## config.mk

```make
export PLATFORM = sky130hd
export DESIGN_NAME = condicionador_botoes_flat
export DESIGN_NICKNAME = d
export VERILOG_FILES = /design/src/rtl/condicionador_botoes_pkg.sv /design/src/rtl/condicionador_botoes_if.sv /design/src/rtl/debounce_canal.sv /design/src/rtl/condicionador_botoes.sv /design/src/flat_wrapper.sv
export SDC_FILE = /design/constraint.sdc
export NUM_CORES = 1
export LEC_CHECK = 0
export ABC_AREA = 1
export CAP_MARGIN = 20
export CORE_MARGIN = 4
export CORE_UTILIZATION = 49
export DETAILED_ROUTE_END_ITERATION = 10
export PLACE_DENSITY = 0.74
export SLEW_MARGIN = 20
export SYNTH_ARGS = -nofsm -noshare
export SYNTH_HDL_FRONTEND = slang
export SYNTH_SLANG_ARGS = --single-unit
export TNS_END_PERCENT = 5
```

## constraint.sdc

```tcl
create_clock -name clk -period 1.2 [get_ports clk]
set_input_delay 0.24 -clock clk [delete_from_list [all_inputs] [get_ports clk]]
set_output_delay 0.24 -clock clk [all_outputs]
set_load 0.005 [all_outputs]
```

## src/rtl/condicionador_botoes_pkg.sv

```systemverilog
// Shared constants for the stopwatch command keys.
// Also used by the stopwatch state-machine block.
package condicionador_botoes_pkg;

   localparam int NUM_BOTOES = 3;

   localparam int BOTAO_CONTA = 0;
   localparam int BOTAO_PAUSA = 1;
   localparam int BOTAO_PARA  = 2;

   // 10 ms at 50 MHz
   localparam int DEBOUNCE_PADRAO = 500000;

   typedef logic [NUM_BOTOES-1:0] botoes_t;

   function automatic int largura_contador(input int ciclos);
      return (ciclos < 2) ? 1 : $clog2(ciclos + 1);
   endfunction

   // Fixed priority: para > pausa > conta; losers are dropped.
   function automatic botoes_t arbitra(input botoes_t pedido);
      botoes_t vence;
      vence = '0;
      priority case (1'b1)
         pedido[BOTAO_PARA]:  vence[BOTAO_PARA]  = 1'b1;
         pedido[BOTAO_PAUSA]: vence[BOTAO_PAUSA] = 1'b1;
         pedido[BOTAO_CONTA]: vence[BOTAO_CONTA] = 1'b1;
         default:             vence = '0;
      endcase
      return vence;
   endfunction

endpackage

```

## src/rtl/condicionador_botoes_if.sv

```systemverilog
// Raw keys in, conditioned command pulses and levels out.
interface condicionador_botoes_if;
   import condicionador_botoes_pkg::*;

   logic    conta_in;
   logic    pausa_in;
   logic    para_in;
   logic    conta_pulso;
   logic    pausa_pulso;
   logic    para_pulso;
   botoes_t nivel;

   modport master (
      output conta_in,
      output pausa_in,
      output para_in,
      input  conta_pulso,
      input  pausa_pulso,
      input  para_pulso,
      input  nivel
   );

   modport slave (
      input  conta_in,
      input  pausa_in,
      input  para_in,
      output conta_pulso,
      output pausa_pulso,
      output para_pulso,
      output nivel
   );

endinterface

```

## src/rtl/debounce_canal.sv

```systemverilog
// One key channel: synchroniser, polarity fix, debounce
// counter, stable level and press (rise) detect.
module debounce_canal
   import condicionador_botoes_pkg::*;
#(
   parameter int DEBOUNCE_CICLOS = DEBOUNCE_PADRAO,
   parameter bit ATIVO_BAIXO     = 1'b1
) (
   input  logic clk,
   input  logic reset,
   input  logic tecla,
   output logic pulso,
   output logic nivel
);

   localparam int W = largura_contador(DEBOUNCE_CICLOS);
   localparam logic [W-1:0] LIMITE = W'(DEBOUNCE_CICLOS - 1);
   localparam logic SOLTO = ATIVO_BAIXO;

   logic         sinc_a;
   logic         sinc_b;
   logic         amostra;
   logic         estavel;
   logic         estavel_q;
   logic [W-1:0] contador;

   always_ff @(posedge clk or negedge reset) begin
      if (!reset) begin
         sinc_a <= SOLTO;
         sinc_b <= SOLTO;
      end else begin
         sinc_a <= tecla;
         sinc_b <= sinc_a;
      end
   end

   assign amostra = sinc_b ^ ATIVO_BAIXO;

   // Any sample matching the stable level restarts the count.
   always_ff @(posedge clk or negedge reset) begin
      if (!reset) begin
         contador <= '0;
         estavel  <= 1'b0;
      end else if (amostra == estavel) begin
         contador <= '0;
      end else if (contador == LIMITE) begin
         estavel  <= amostra;
         contador <= '0;
      end else begin
         contador <= contador + W'(1);
      end
   end

   always_ff @(posedge clk or negedge reset) begin
      if (!reset) begin
         estavel_q <= 1'b0;
      end else begin
         estavel_q <= estavel;
      end
   end

   assign pulso = estavel & ~estavel_q;
   assign nivel = estavel;

endmodule

```

## src/rtl/condicionador_botoes.sv

```systemverilog
// Conditions the conta/pausa/para keys into single-cycle
// commands, one per press, with para > pausa > conta.
module condicionador_botoes
   import condicionador_botoes_pkg::*;
#(
   parameter int DEBOUNCE_CICLOS = DEBOUNCE_PADRAO,
   parameter bit ATIVO_BAIXO     = 1'b1
) (
   input logic                   clk,
   input logic                   reset,
   condicionador_botoes_if.slave bus
);

   botoes_t teclas;
   botoes_t pedido;
   botoes_t nivel_c;
   botoes_t vencedor;
   botoes_t saida_q;

   always_comb begin
      teclas              = '0;
      teclas[BOTAO_CONTA] = bus.conta_in;
      teclas[BOTAO_PAUSA] = bus.pausa_in;
      teclas[BOTAO_PARA]  = bus.para_in;
   end

   for (genvar i = 0; i < NUM_BOTOES; i++) begin : g_canal
      debounce_canal #(
         .DEBOUNCE_CICLOS(DEBOUNCE_CICLOS),
         .ATIVO_BAIXO    (ATIVO_BAIXO)
      ) u_canal (
         .clk  (clk),
         .reset(reset),
         .tecla(teclas[i]),
         .pulso(pedido[i]),
         .nivel(nivel_c[i])
      );
   end

   always_comb begin
      vencedor = arbitra(pedido);
   end

   always_ff @(posedge clk or negedge reset) begin
      if (!reset) begin
         saida_q <= '0;
      end else begin
         saida_q <= vencedor;
      end
   end

   assign bus.conta_pulso = saida_q[BOTAO_CONTA];
   assign bus.pausa_pulso = saida_q[BOTAO_PAUSA];
   assign bus.para_pulso  = saida_q[BOTAO_PARA];
   assign bus.nivel       = nivel_c;

endmodule

```

## src/flat_wrapper.sv

```systemverilog
// flat-port wrapper written by rule: the top's interface ports become plain ports
module condicionador_botoes_flat import condicionador_botoes_pkg::*;
#(
   parameter int DEBOUNCE_CICLOS = DEBOUNCE_PADRAO,
   parameter bit ATIVO_BAIXO     = 1'b1
)
  (clk, reset, bus_conta_in, bus_pausa_in, bus_para_in, bus_conta_pulso, bus_pausa_pulso, bus_para_pulso, bus_nivel);
  condicionador_botoes_if bus_i ();
  input logic clk;
  input logic reset;
  input wire logic [$bits(bus_i.conta_in)-1:0] bus_conta_in;
  input wire logic [$bits(bus_i.pausa_in)-1:0] bus_pausa_in;
  input wire logic [$bits(bus_i.para_in)-1:0] bus_para_in;
  output wire logic [$bits(bus_i.conta_pulso)-1:0] bus_conta_pulso;
  output wire logic [$bits(bus_i.pausa_pulso)-1:0] bus_pausa_pulso;
  output wire logic [$bits(bus_i.para_pulso)-1:0] bus_para_pulso;
  output wire logic [$bits(bus_i.nivel)-1:0] bus_nivel;
  assign bus_i.conta_in = bus_conta_in;
  assign bus_i.pausa_in = bus_pausa_in;
  assign bus_i.para_in = bus_para_in;
  assign bus_conta_pulso = bus_i.conta_pulso;
  assign bus_pausa_pulso = bus_i.pausa_pulso;
  assign bus_para_pulso = bus_i.para_pulso;
  assign bus_nivel = bus_i.nivel;
  condicionador_botoes #(.DEBOUNCE_CICLOS(DEBOUNCE_CICLOS), .ATIVO_BAIXO(ATIVO_BAIXO)) u_core (.clk(clk), .reset(reset), .bus(bus_i));
endmodule
```

==> results of run 1 <==
[final cells by class]
cell class | count | area [µm²] | area share [%]
well taps | 102 | 128 | 2.44
multi-input cells | 360 | 2140 | 40.9
flip-flops and latches | 72 | 1820 | 34.7
clock buffers | 13 | 169 | 3.23
clock inverters | 3 | 15.0 | 0.287
repair buffers | 94 | 764 | 14.6
inverters | 50 | 195 | 3.74
[path summary, 6_finish.rpt]
path	from	endpoint	slack (ns)	cells past startpoint
max	u_core.g_canal[2].u_canal.contador[0]	u_core.g_canal[2].u_canal.contador[5]	-0.19	8
max in group asynchronous	reset	u_core.g_canal[0].u_canal.sinc_a	0.38	3
max reg2reg	u_core.g_canal[2].u_canal.contador[0]	u_core.g_canal[2].u_canal.contador[5]	-0.19	8
min in group clk	bus_conta_in	u_core.g_canal[0].u_canal.sinc_a	0.31	1
min	reset	u_core.g_canal[0].u_canal.contador[11]	0.30	2
min reg2reg	u_core.g_canal[1].u_canal.sinc_a	u_core.g_canal[1].u_canal.sinc_b	0.36	0
[layout by cell type (no fill, tap or decap), types with 4 or more instances in the layout]
| cell | n |
|---|---|
| sky130_fd_sc_hd__nor2_1 | 105 |
| sky130_fd_sc_hd__buf_4 | 78 |
| sky130_fd_sc_hd__nand2_1 | 76 |
| sky130_fd_sc_hd__dfrtp_1 | 61 |
| sky130_fd_sc_hd__inv_1 | 44 |
| sky130_fd_sc_hd__nand3_1 | 35 |
| sky130_fd_sc_hd__nor2_2 | 24 |
| sky130_fd_sc_hd__nor2_4 | 18 |
| sky130_fd_sc_hd__xor2_1 | 18 |
| sky130_fd_sc_hd__clkbuf_8 | 12 |
| sky130_fd_sc_hd__nand2_2 | 11 |
| sky130_fd_sc_hd__a21oi_1 | 11 |
| sky130_fd_sc_hd__nand2_4 | 10 |
| sky130_fd_sc_hd__xnor2_1 | 9 |
| sky130_fd_sc_hd__nand4_1 | 6 |
| sky130_fd_sc_hd__o21ai_1 | 6 |
| sky130_fd_sc_hd__dfstp_2 | 6 |
| sky130_fd_sc_hd__nand3_4 | 5 |
| sky130_fd_sc_hd__dfrtp_2 | 5 |
| sky130_fd_sc_hd__nand3_2 | 4 |
| sky130_fd_sc_hd__o21ai_0 | 4 |
[state kept, by name, summed over array words and instances, names as in the netlist]
name	cells
u_core.g_canal.u_canal.sinc_b	3
u_core.g_canal.u_canal.sinc_a	3
u_core.g_canal.u_canal.contador	57
u_core.saida_q	3
u_core.g_canal.u_canal.nivel	3
u_core.g_canal.u_canal.estavel_q	3
[critical path: stages (launching register included)]
cell and delay (ns):
sky130_fd_sc_hd__dfrtp_1 0.43, sky130_fd_sc_hd__buf_4 0.15, sky130_fd_sc_hd__buf_4 0.14, sky130_fd_sc_hd__nand3_4 0.07, sky130_fd_sc_hd__inv_4 0.05, sky130_fd_sc_hd__buf_4 0.12
sky130_fd_sc_hd__nand3_1 0.09, sky130_fd_sc_hd__xor2_1 0.19, sky130_fd_sc_hd__nor2_1 0.06
[what timing repair did]
item	in CTS	in global routing
buffers inserted	9	7
endpoints found under the setup margin	56	65
endpoints found under the hold margin	13	0
gates resized for setup	51	54
hold buffers	1	0
pin swaps	24	27
[stage by stage]
| step | setup TNS, ns | setup slack [ns] | area [µm²] |
|---|---|---|---|
| after global routing | -7.82 | -0.250 | 5230 |
| final | -3.38 | -0.194 | 5230 |
| after floorplan | -0.0964 | -0.0271 | 3840 |
| after CTS | -2.77 | -0.0968 | 4980 |
| after detailed placement | -3.94 | -0.161 | 4570 |
| after global placement | -2.19 | -0.0999 | 4570 |
[per-layer routing]
metal | GRT usage, % | up-vias
met2 | 35.5 | 86
met5 | 0 | -
met4 | 9.11 | 0
met3 | 3.33 | 20
li1 | - | 1714
met1 | 26.0 | 1632
[logic make-up (layout without fill, tap and decap cells)]
family | Yosys count | count (layout) | synth area share (%)
compound gates | 23 | 23 | 3.06
xor+xnor | 30 | 30 | 7.43
simple gates | 304 | 304 | 35.5
fa+ha+maj | 3 | 3 | 0.978
flops | 72 | 72 | 47.1
buf+inv | 56 | 160 | 5.93
[where the power goes]
group / internal (mW) / switching [mW]
registers: 2.47 / 0.0448
clock network: 0.912 / 0.891
logic: 0.131 / 0.146
==> results.md, run 1 <==
Run status:
- The flow ran to the end, but the final reports show violations.
- The final reports fail on negative setup slack.

Critical path:
- STA classifies the critical path startpoint as a flip-flop.
- The maximum fanout along the worst path is 3.
- Data arrives at the worst endpoint at 1.62 ns.
- STA classifies the critical path endpoint as a flip-flop.
- The category of the critical setup timing path is reg -> reg.
- The data required time at the worst endpoint is 1.42 ns.

Routing:
- The remaining routing DRC violations is 0.
- The total routed wire length on the met1 layer is 3900 µm.
- The routed wire length is 9150 µm.
- The wire length on met2 is 4690 µm.
- After detailed routing, no signal wire sits above met4.
- The first detailed-routing pass ran for 6 iterations.
- Once detail routing completed, the nets flagged for antenna violations numbered 0.
- The detailed router placed 3452 vias in this run.
- The routed length on met3 is 348 µm.
- Dividing the detail-routed via count by the number of cells gives 4.97.
- In this run, the number of DRC markers left after iteration 0 of detailed routing was 164.
- The detailed-route wire length per cell is 13.2 µm.

Global route:
- Entering global routing, the biggest net connects 35 pins.
- The number of antenna violations at the first check in global routing was 0.
- The number of global-route vias before repair is 3377.
- The global-route usage over all layers is 20.8%.
- The first global-routing pass estimated 14900 µm of wire.
- Summed over all layers, the global routing overflow is 0.

Floorplan:
- The die covers 9320 µm².
- The floorplan has 32 rows.
- From bottom edge to top edge, the die measures 96.5 µm.
- The die is 96.5 µm wide.
- The core region area is 7690 µm².
- For this design the top-level I/O count stands at 11.
- For this configuration, the core starts out at a cell density of 50.0%.

Worst hold path:
- The tightest min-delay check is of the in -> async type.

Clock tree:
- The CTS clock-pin slew for the worst setup and hold paths is 0.08 ns.
- The clock latency on the worst-skew pair is 0.34 ns.
- The CTS sink count is 72.
- The TritonCTS clock tree is built.
- The root buffer cell chosen for the clock tree is sky130_fd_sc_hd__clkbuf_8.
- Counting the buffers created by CTS gives 9.
- The count of H-tree levels built during CTS is 3.
- The worst-case clock buffer depth is 2.

Timing:
- Setup violations remaining at the end of the flow were counted as 52.
- The worst-case clock skew is 0.00946 ns.
- The number of max-slew violations in the final report is 0.
- The slew at the pin closest to its max-slew limit is 0.275 ns.
- The hold violation count in the final report is 0.
- The smallest clock period supported by the final layout is computed as 1.39 ns.
- Derived from the worst setup path, the maximum achievable clock frequency is 717 MHz.
- Across all hold checks on the routed design, the worst slack comes to 0.298 ns.
- The max-slew headroom at the worst pin is 81.5%.
- The final setup slack of the worst path is -0.194 ns.
- After layout, the worst path uses 116% of the clock period.
- Setup repair after global routing could not meet its margin everywhere.

Finish:
- The fraction of final layout cells sized beyond drive strength 1 is 33.6%.
- The final cell utilization of the core is 68.0%.
- The layout net count is 595.
- The filler-free cell count of the finished design is 694.
- The post-synthesis to final-layout area growth is 36.1%.
- The number of antenna diodes in the final layout is 0.
- The number of filler cells placed in the layout is 584.

Placement:
- The number of cells after detailed placement is 661.
- The final weighted congestion in routability-driven placement is 0.901.
- The count of input and output buffers is 10.
- Detailed placement ended at an HPWL of 6290 µm.

Synthesis:
- Counting every instance in the synthesized netlist gives 488.
- The synthesis-stage register bit count is 72.
- The top flip-flop cell by instance count after synthesis is sky130_fd_sc_hd__dfrtp_1.
- The library cell with the highest instance count after synthesis is sky130_fd_sc_hd__nor2_1.
- Averaged over all synthesized cells, the footprint is 7.87 µm².
- Sequential cells were found to cover 47.1% of the synthesized design area.
- The post-synthesis async set-or-reset flop share is 100%.
- In the post-synthesis netlist, the biggest area contributors are sky130_fd_sc_hd__dfrtp_1, sky130_fd_sc_hd__nor2_1, sky130_fd_sc_hd__nand2_1.
- The commonest cells after synthesis are sky130_fd_sc_hd__nor2_1, sky130_fd_sc_hd__nand2_1, sky130_fd_sc_hd__dfrtp_1.
- In this run the cell area of the synthesized design comes to 3840 µm².
- sky130_fd_sc_hd__dfrtp_1 takes more of the synthesized area than any other cell.
- The number of enable-type register cells in the synthesized netlist is 0.
- The share of the synthesized area in the top cell type is 43.0%.
- The synthesis warning total is 0.
- The netlist uses 29 different library cells.
- The number of nets handed over by synthesis was 496.

Power and ir drop:
- The worst-case IR drop observed on VDD is 0.000751 V.
- The static leakage is 2.31 nW.
- The power density over cell area is 879 nW/µm².
- The sum of internal, switching and leakage power is 4.59 mW.

Job:
- Max-cap violations in this run came to 0.
(Power assumes the default switching activity.)
==> run 2, diff against run 1 <==
--- a/config.mk
+++ b/config.mk
@@ -9,8 +9,11 @@
 export CAP_MARGIN = 20
 export CORE_MARGIN = 4
 export CORE_UTILIZATION = 49
+export CTS_BUF_LIST = sky130_fd_sc_hd__clkbuf_16
+export CTS_CLUSTER_DIAMETER = 60
 export DETAILED_ROUTE_END_ITERATION = 10
 export PLACE_DENSITY = 0.74
+export SETUP_SLACK_MARGIN = 0.5
 export SLEW_MARGIN = 20
 export SYNTH_ARGS = -nofsm -noshare
 export SYNTH_HDL_FRONTEND = slang
==> results.md, run 2 (synthesized netlist as in run 1, its figures left out) <==
Floorplan:
- The die extent in y was 96.5 µm (unchanged).
- The top-level I/O count is 11 (unchanged).
- The core region area is 7690 µm² (unchanged).
- The total die area is 9320 µm² (unchanged).
- The number of rows in the core area is 32 (unchanged).
- The die extent in x is 96.5 µm (unchanged).
- The starting density of the core was 50.0% (unchanged).

Global route:
- The global-route usage over all layers is 21.2% (was 20.8%).
- The number of antenna violations at the first check in global routing is 0 (unchanged).
- The met2 layer usage reported by global route is 34.7% (was 35.5%).
- The most heavily used metal layer in global routing is met2 (unchanged).
- The total congestion overflow after global routing came to 0 (unchanged).
- The first-pass GRT wire length is 15200 µm (was 14900 µm).
- The routing usage on met3 is 4.11% (was 3.33%).
- The met1 global-route usage is 27.3% (was 26.0%).
- The pin count of the biggest net entering global routing is 25 (was 35).
- The number of global-route vias before repair is 3334 (was 3377).

Placement:
- The final weighted congestion in routability-driven placement was 0.913 (was 0.901).
- The HPWL after detailed placement is 6130 µm (was 6290 µm).
- The count of input and output buffers is 10 (unchanged).
- The number of cells after detailed placement is 655 (was 661).

Finish:
- The final antenna diode count is 0 (unchanged).
- The register ranked first by flip-flop count is u_core.g_canal.u_canal.contador (unchanged).
- The most common cell after layout, fill and taps aside was sky130_fd_sc_hd__nor2_1 (unchanged).
- The layout net count is 581 (was 595).
- The post-synthesis to final-layout area growth is 39.2% (was 36.1%).
- The fraction of final layout cells sized beyond drive strength 1 is 34.8% (was 33.6%).
- The filler-free cell count of the finished design is 680 (was 694).
- The number of filler cells placed in the layout is 561 (was 584).
- The flip-flop count of the largest register after layout is 57 (unchanged).
- Commonest cells after routing, fill and taps aside: sky130_fd_sc_hd__nor2_1, sky130_fd_sc_hd__nand2_1, sky130_fd_sc_hd__buf_4, sky130_fd_sc_hd__dfrtp_1, sky130_fd_sc_hd__inv_1 (was sky130_fd_sc_hd__nor2_1, sky130_fd_sc_hd__buf_4, sky130_fd_sc_hd__nand2_1).

Clock tree:
- The CTS sink count is 72 (unchanged).
- The cell chosen for the clock root is sky130_fd_sc_hd__clkbuf_16 (was sky130_fd_sc_hd__clkbuf_8).
- The count of H-tree levels built during CTS is 3 (unchanged).
- The clock buffer count from CTS is 9 (unchanged).
- The CTS clock-pin slew for the worst setup and hold paths is 0.06 ns (was 0.08 ns).
- The clock latency on the worst-skew pair is 0.34 ns (about the same).
- The TritonCTS clock tree is built (unchanged).
- The worst-case clock buffer depth is 2 (unchanged).

Timing:
- The max-slew headroom at the worst pin came to 76.0% (was 81.5%).
- The post-layout minimum cycle time is 1.34 ns (was 1.39 ns).
- The slew at the pin closest to its max-slew limit came to 0.359 ns (was 0.275 ns).
- The final setup slack of the worst path came to -0.136 ns (was -0.194 ns).
- The final-layout setup total negative slack is -3.40 ns (was -3.38 ns).
- The hold violation count in the final report is 21 (was 0).
- Setup repair after global routing missed its margin: true (unchanged).
- The final clock period utilization by the worst path was 111% (was 116%).
- The worst-case clock skew came to 0.00787 ns (was 0.00946 ns).
- The fmax was 748 MHz (was 717 MHz).
- The number of max-slew violations in the final report is 0 (unchanged).
- The worst hold margin was -0.198 ns (was 0.298 ns).
- The setup violation total in the final timing report is 47 (was 52).

Critical path:
- The number of gates on the worst path with buffers counted came to 6 (was 8).
- The cell with the largest stage delay on the worst path is sky130_fd_sc_hd__dfrtp_1 (unchanged).
- The worst endpoint data arrival time is 1.60 ns (was 1.62 ns).
- The startpoint class of the critical path is a flip-flop (unchanged).
- The maximum fanout along the worst path is 5 (was 3).
- The worst reg-to-reg setup slack is -0.14 ns (was -0.19 ns).
- Cell chain of the critical path: inv_1 -> nor2_4 -> nand2_4 -> buf_6 -> xor2_2 -> nor2_1 (was buf_4 -> buf_4 -> nand3_4 -> inv_4 -> buf_4 -> nand3_1 -> xor2_1 -> nor2_1).
- The biggest cell delay along the critical path is 0.47 ns (was 0.43 ns).
- The category of the critical setup timing path is reg -> reg (unchanged).
- The cell count of the worst reg-to-reg path is 6 (was 8).
- The data required time at the worst endpoint is 1.47 ns (was 1.42 ns).
- The type of destination of the critical path is a flip-flop (unchanged).
- The number of buffers and inverters on the critical path came to 2 (was 4).
- The top cell family by delay on the critical path is flip-flops (was buffers and inverters).

Power and ir drop:
- The static leakage is 2.32 nW (was 2.31 nW).
- The power density over cell area is 1060 nW/µm² (was 879 nW/µm²).
- The internal power is 4.40 mW (was 3.51 mW).
- The logic gate share of total power is 5.0% (was 6.0%).
- The switching power total is 1.24 mW (was 1.08 mW).
- The sequential power share is 44.6% (was 54.7%).
- The proportion of total power due to net switching came to 22.0% (was 23.5%).
- The clock power share was 50.5% (was 39.3%).
- The worst vdd rail ir drop came to 0.000769 V (was 0.000751 V).

Routing:
- The number of design-rule violations left by the first detailed-router iteration is 182 (was 164).
- The number of detailed-routing iterations run before antenna repair was 4 (was 6).
- The number of vias after detailed routing came to 3428 (was 3452).
- The detailed-route wire length per cell is 14.0 µm (was 13.2 µm).
- The remaining routing DRC violations is 0 (unchanged).
- The number of nets with antenna violations after routing is 0 (unchanged).
- The routed wire length came to 9550 µm (was 9150 µm).
- The number of vias per cell is 5.04 (was 4.97).

Run status:
- Outcome: complete, but fails checks (unchanged).
- Violated checks: negative hold slack, negative setup slack (was negative setup slack).

Job:
- The count of maximum capacitance violations came to 0 (unchanged).

Worst hold path:
- The worst hold path class is in -> async (unchanged).
-- run 2: changes by cell type in the layout (fill, tap and decap cells not counted), moves of 3 or more --
cell	previous run	this run
sky130_fd_sc_hd__nand3_1	35	31
sky130_fd_sc_hd__dfrtp_2	5	9
sky130_fd_sc_hd__buf_6	3	11
sky130_fd_sc_hd__clkdlybuf4s15_1	3	0
sky130_fd_sc_hd__buf_4	78	57
sky130_fd_sc_hd__clkbuf_16	0	9
sky130_fd_sc_hd__clkbuf_8	12	0
sky130_fd_sc_hd__dfrtp_1	61	57
sky130_fd_sc_hd__buf_2	1	4
sky130_fd_sc_hd__nand3_2	4	8
sky130_fd_sc_hd__nand2_1	76	80
sky130_fd_sc_hd__nand2_2	11	6
-- run 2: area by class of cell --
cell class              count  area (µm²)  area share (%)
multi-input cells         360        2200            41.2
flip-flops and latches     72        1820            34.1
repair buffers             80         687            12.9
clock buffers               9         225            4.21
inverters                  50         195            3.65
well taps                 102         128            2.39
clock inverters             7        87.6            1.64
-- run 2: repair_timing --
action | CTS | global route
pin swaps | 18 | 29
gates resized for setup | 66 | 65
endpoints found under the setup margin | 70 | 72
buffers inserted | 6 | 3
endpoints found under the hold margin | 21 | 21
-- run 2: metrics by stage --
step           setup WS, ns  power [mW]  area (µm²)  utilization [%]
6_report             -0.136        5.64        5340             69.5
3_5_place_dp         -0.212        2.76        4560             59.3
3_3_place_gp         -0.105        2.75        4560             59.3
4_1_cts              -0.150        5.61        5060             65.9
5_1_grt              -0.205        5.81        5340             69.5
2_1_floorplan       -0.0252        2.62        3860                -
-- run 2: power by group through the flow --
stage	registers (mW)	clock network (mW)	logic [mW]
finish	2.51	2.85	0.280
global route	2.52	2.98	0.310
detailed placement	2.54	0	0.225
global placement	2.54	0	0.213
CTS	2.50	2.85	0.251
floorplan	2.54	0	0.0804
-- run 2: path summary, 6_finish.rpt --
check,from,to
worst max register to register,u_core.g_canal[0].u_canal.contador[3],u_core.g_canal[0].u_canal.contador[8]
worst max-delay path,u_core.g_canal[0].u_canal.contador[3],u_core.g_canal[0].u_canal.contador[8]
min in group clk,bus_para_in,u_core.g_canal[2].u_canal.sinc_a
max in group asynchronous,reset,u_core.g_canal[2].u_canal.sinc_b
worst min register to register,u_core.g_canal[0].u_canal.sinc_a,u_core.g_canal[0].u_canal.sinc_b
worst min-delay path,reset,u_core.g_canal[0].u_canal.contador[7]
-- run 2: layer usage --
metal  part of all wire (%)  wire, µm
met2                     51      4830
met3                    3.9       373
met4                    2.2       213
met5                      0         0
met1                     43      4130
==> run 3, diff against run 2 <==
--- a/config.mk
+++ b/config.mk
@@ -9,7 +9,7 @@
 export CAP_MARGIN = 20
 export CORE_MARGIN = 4
 export CORE_UTILIZATION = 49
-export CTS_BUF_LIST = sky130_fd_sc_hd__clkbuf_16
+export CTS_BUF_LIST = sky130_fd_sc_hd__clkbuf_8
 export CTS_CLUSTER_DIAMETER = 60
 export DETAILED_ROUTE_END_ITERATION = 10
 export PLACE_DENSITY = 0.74
==> results.md, run 3 (synthesized netlist as in run 1, its figures left out) <==
Run status:
- Outcome: complete, but fails checks (unchanged).
- Violated checks: negative hold slack, negative setup slack (unchanged).

Routing:
- The number of detailed-routing iterations run before antenna repair is 4 (unchanged).
- The number of vias after detailed routing is 3425 (was 3428).
- The number of nets with antenna violations after routing was 0 (unchanged).
- The remaining routing DRC violations was 0 (unchanged).
- The detailed-route wire length per cell is 13.2 µm (was 14.0 µm).
- The routed wire length is 8960 µm (was 9550 µm).
- The number of vias per cell was 5.04 (about the same).
- The number of design-rule violations left by the first detailed-router iteration is 163 (was 182).

Critical path:
- The maximum fanout along the worst path is 4 (was 5).
- The data required time at the worst endpoint came to 1.44 ns (was 1.47 ns).
- The worst reg-to-reg setup slack is -0.14 ns (about the same).
- The worst endpoint data arrival time is 1.58 ns (was 1.60 ns).
- The startpoint class of the critical path is a flip-flop (unchanged).
- The type of destination of the critical path is a flip-flop (unchanged).
- The category of the critical setup timing path is reg -> reg (unchanged).

Finish:
- The area taken by multi-input logic gates is 2150 µm² (was 2200 µm²).
- The register ranked first by flip-flop count is u_core.g_canal.u_canal.contador (unchanged).
- The most common cell after layout, fill and taps aside is sky130_fd_sc_hd__nor2_1 (unchanged).
- The fraction of final layout cells sized beyond drive strength 1 was 34.0% (was 34.8%).
- The post-synthesis to final-layout area growth is 34.8% (was 39.2%).
- The number of filler cells placed in the layout is 577 (was 561).
- Commonest cells after routing, fill and taps aside: sky130_fd_sc_hd__nor2_1, sky130_fd_sc_hd__nand2_1, sky130_fd_sc_hd__buf_4, sky130_fd_sc_hd__dfrtp_1, sky130_fd_sc_hd__inv_1 (unchanged).
- The flip-flop count of the largest register after layout came to 57 (unchanged).
- The final cell utilization of the core was 67.3% (was 69.5%).
- The final antenna diode count is 0 (unchanged).
- The sequential standard cell area is 1820 µm² (about the same).
- The layout net count is 580 (was 581).

Timing:
- The slew at the pin closest to its max-slew limit is 0.365 ns (was 0.359 ns).
- The number of max-slew violations in the final report is 0 (unchanged).
- The final clock period utilization by the worst path came to 112% (was 111%).
- The final-layout setup total negative slack is -2.18 ns (was -3.40 ns).
- The worst-case clock skew was 0.0134 ns (was 0.00787 ns).
- Setup repair after global routing missed its margin: true (unchanged).
- The post-layout minimum cycle time is 1.34 ns (about the same).
- The max-slew headroom at the worst pin is 75.7% (was 76.0%).
- The hold violation count in the final report is 21 (unchanged).
- The final setup slack of the worst path is -0.141 ns (was -0.136 ns).
- The setup violation total in the final timing report came to 45 (was 47).
- The worst hold margin is -0.218 ns (was -0.198 ns).
- The fmax came to 746 MHz (was 748 MHz).

Clock tree:
- The cell chosen for the clock root is sky130_fd_sc_hd__clkbuf_8 (was sky130_fd_sc_hd__clkbuf_16).
- The worst-case clock buffer depth is 2 (unchanged).
- The count of H-tree levels built during CTS is 3 (unchanged).
- The TritonCTS clock tree is built (unchanged).
- The CTS sink count is 72 (unchanged).
- The clock buffer count from CTS is 9 (unchanged).
- The clock latency on the worst-skew pair is 0.36 ns (was 0.34 ns).
- The CTS clock-pin slew for the worst setup and hold paths was 0.09 ns (was 0.06 ns).

Global route:
- The first-pass GRT wire length is 14800 µm (was 15200 µm).
- The total congestion overflow after global routing is 0 (unchanged).
- The number of antenna violations at the first check in global routing came to 0 (unchanged).
- The number of global-route vias before repair is 3297 (was 3334).
- The global-route usage over all layers is 20.6% (was 21.2%).
- The pin count of the biggest net entering global routing was 25 (unchanged).

Floorplan:
- The total die area is 9320 µm² (unchanged).
- The number of rows in the core area came to 32 (unchanged).
- The starting density of the core is 50.0% (unchanged).
- The core region area is 7690 µm² (unchanged).
- The die extent in y is 96.5 µm (unchanged).
- The top-level I/O count came to 11 (unchanged).
- The die extent in x came to 96.5 µm (unchanged).

Power and ir drop:
- The sum of internal, switching and leakage power came to 4.92 mW (was 5.64 mW).
- The static leakage is 2.26 nW (was 2.32 nW).
- The worst vdd rail ir drop came to 0.00104 V (was 0.000769 V).
- The logic gate share of total power is 5.4% (was 5.0%).
- The switching power total is 1.11 mW (was 1.24 mW).
- The sequential power share is 51.0% (was 44.6%).
- The power density over cell area came to 950 nW/µm² (was 1060 nW/µm²).
- The proportion of total power due to net switching was 22.6% (was 22.0%).
- The clock power share came to 43.6% (was 50.5%).
- The internal power came to 3.81 mW (was 4.40 mW).

Placement:
- The HPWL after detailed placement is 6130 µm (unchanged).
- The count of input and output buffers is 10 (unchanged).
- The final weighted congestion in routability-driven placement is 0.913 (unchanged).

Job:
- The count of maximum capacitance violations is 0 (unchanged).

Worst hold path:
- The worst hold path class is in -> async (unchanged).
-- run 3: routing by layer --
| metal | wire [µm] | global-route usage [%] |
|---|---|---|
| met4 | 110 | 8.64 |
| met1 | 3920 | 26.9 |
| met3 | 324 | 3.41 |
| met5 | 0 | 0 |
| met2 | 4600 | 34.1 |
-- run 3: power groups by stage --
stage	clock network [mW]	registers, mW	logic, mW
finish	2.14	2.51	0.267
global route	2.29	2.51	0.301
CTS	2.19	2.50	0.255
detailed placement	0	2.54	0.225
global placement	0	2.54	0.213
floorplan	0	2.54	0.0804
-- run 3: final timing paths --
path                            cells past startpoint                                     end                                   from
min in group clk                                    1        u_core.g_canal[2].u_canal.sinc_a                            bus_para_in
max in group asynchronous                           2        u_core.g_canal[0].u_canal.sinc_b                                  reset
worst min-delay path                                1   u_core.g_canal[0].u_canal.contador[7]                                  reset
worst max-delay path                                7  u_core.g_canal[0].u_canal.contador[18]  u_core.g_canal[0].u_canal.contador[4]
worst max register to register                      7  u_core.g_canal[0].u_canal.contador[18]  u_core.g_canal[0].u_canal.contador[4]
worst min register to register                      0        u_core.g_canal[0].u_canal.sinc_b       u_core.g_canal[0].u_canal.sinc_a
-- run 3: worst max-delay path: stages, from the launching register on --
cell and delay, ns:
sky130_fd_sc_hd__dfrtp_1 0.40, sky130_fd_sc_hd__nand2_1 0.15, sky130_fd_sc_hd__nor2_2 0.26, sky130_fd_sc_hd__nand2_4 0.11, sky130_fd_sc_hd__nor2_4 0.13, sky130_fd_sc_hd__nand3_2 0.08, sky130_fd_sc_hd__nand3_2 0.07, sky130_fd_sc_hd__nor2_1 0.04
-- run 3: cell type report --
cell class | instances | share of cell area, %
multi-input cells | 360 | 41.5
flip-flops and latches | 72 | 35.2
repair buffers | 79 | 12.9
inverters | 50 | 3.77
clock buffers | 10 | 2.66
well taps | 102 | 2.47
clock inverters | 6 | 1.62
-- run 3: what timing repair did --
| action | 4_1_cts | 5_1_grt |
|---|---|---|
| buffers inserted | 7 | 1 |
| gates resized for setup | 80 | 38 |
| pin swaps | 24 | 15 |
| setup endpoints to repair | 71 | 72 |
| endpoints found under the hold margin | 21 | 21 |
-- run 3: metrics by stage --
stage	cells	instance area (µm²)	worst slack [ns]	hold WS (ns)
finish	679	5170	-0.141	-0.218
global route	679	5170	-0.207	-0.195
CTS	678	5040	-0.110	-0.211
detailed placement	655	4560	-0.212	0.175
global placement	655	4560	-0.105	0.171
floorplan	488	3860	-0.0252	-0.0556
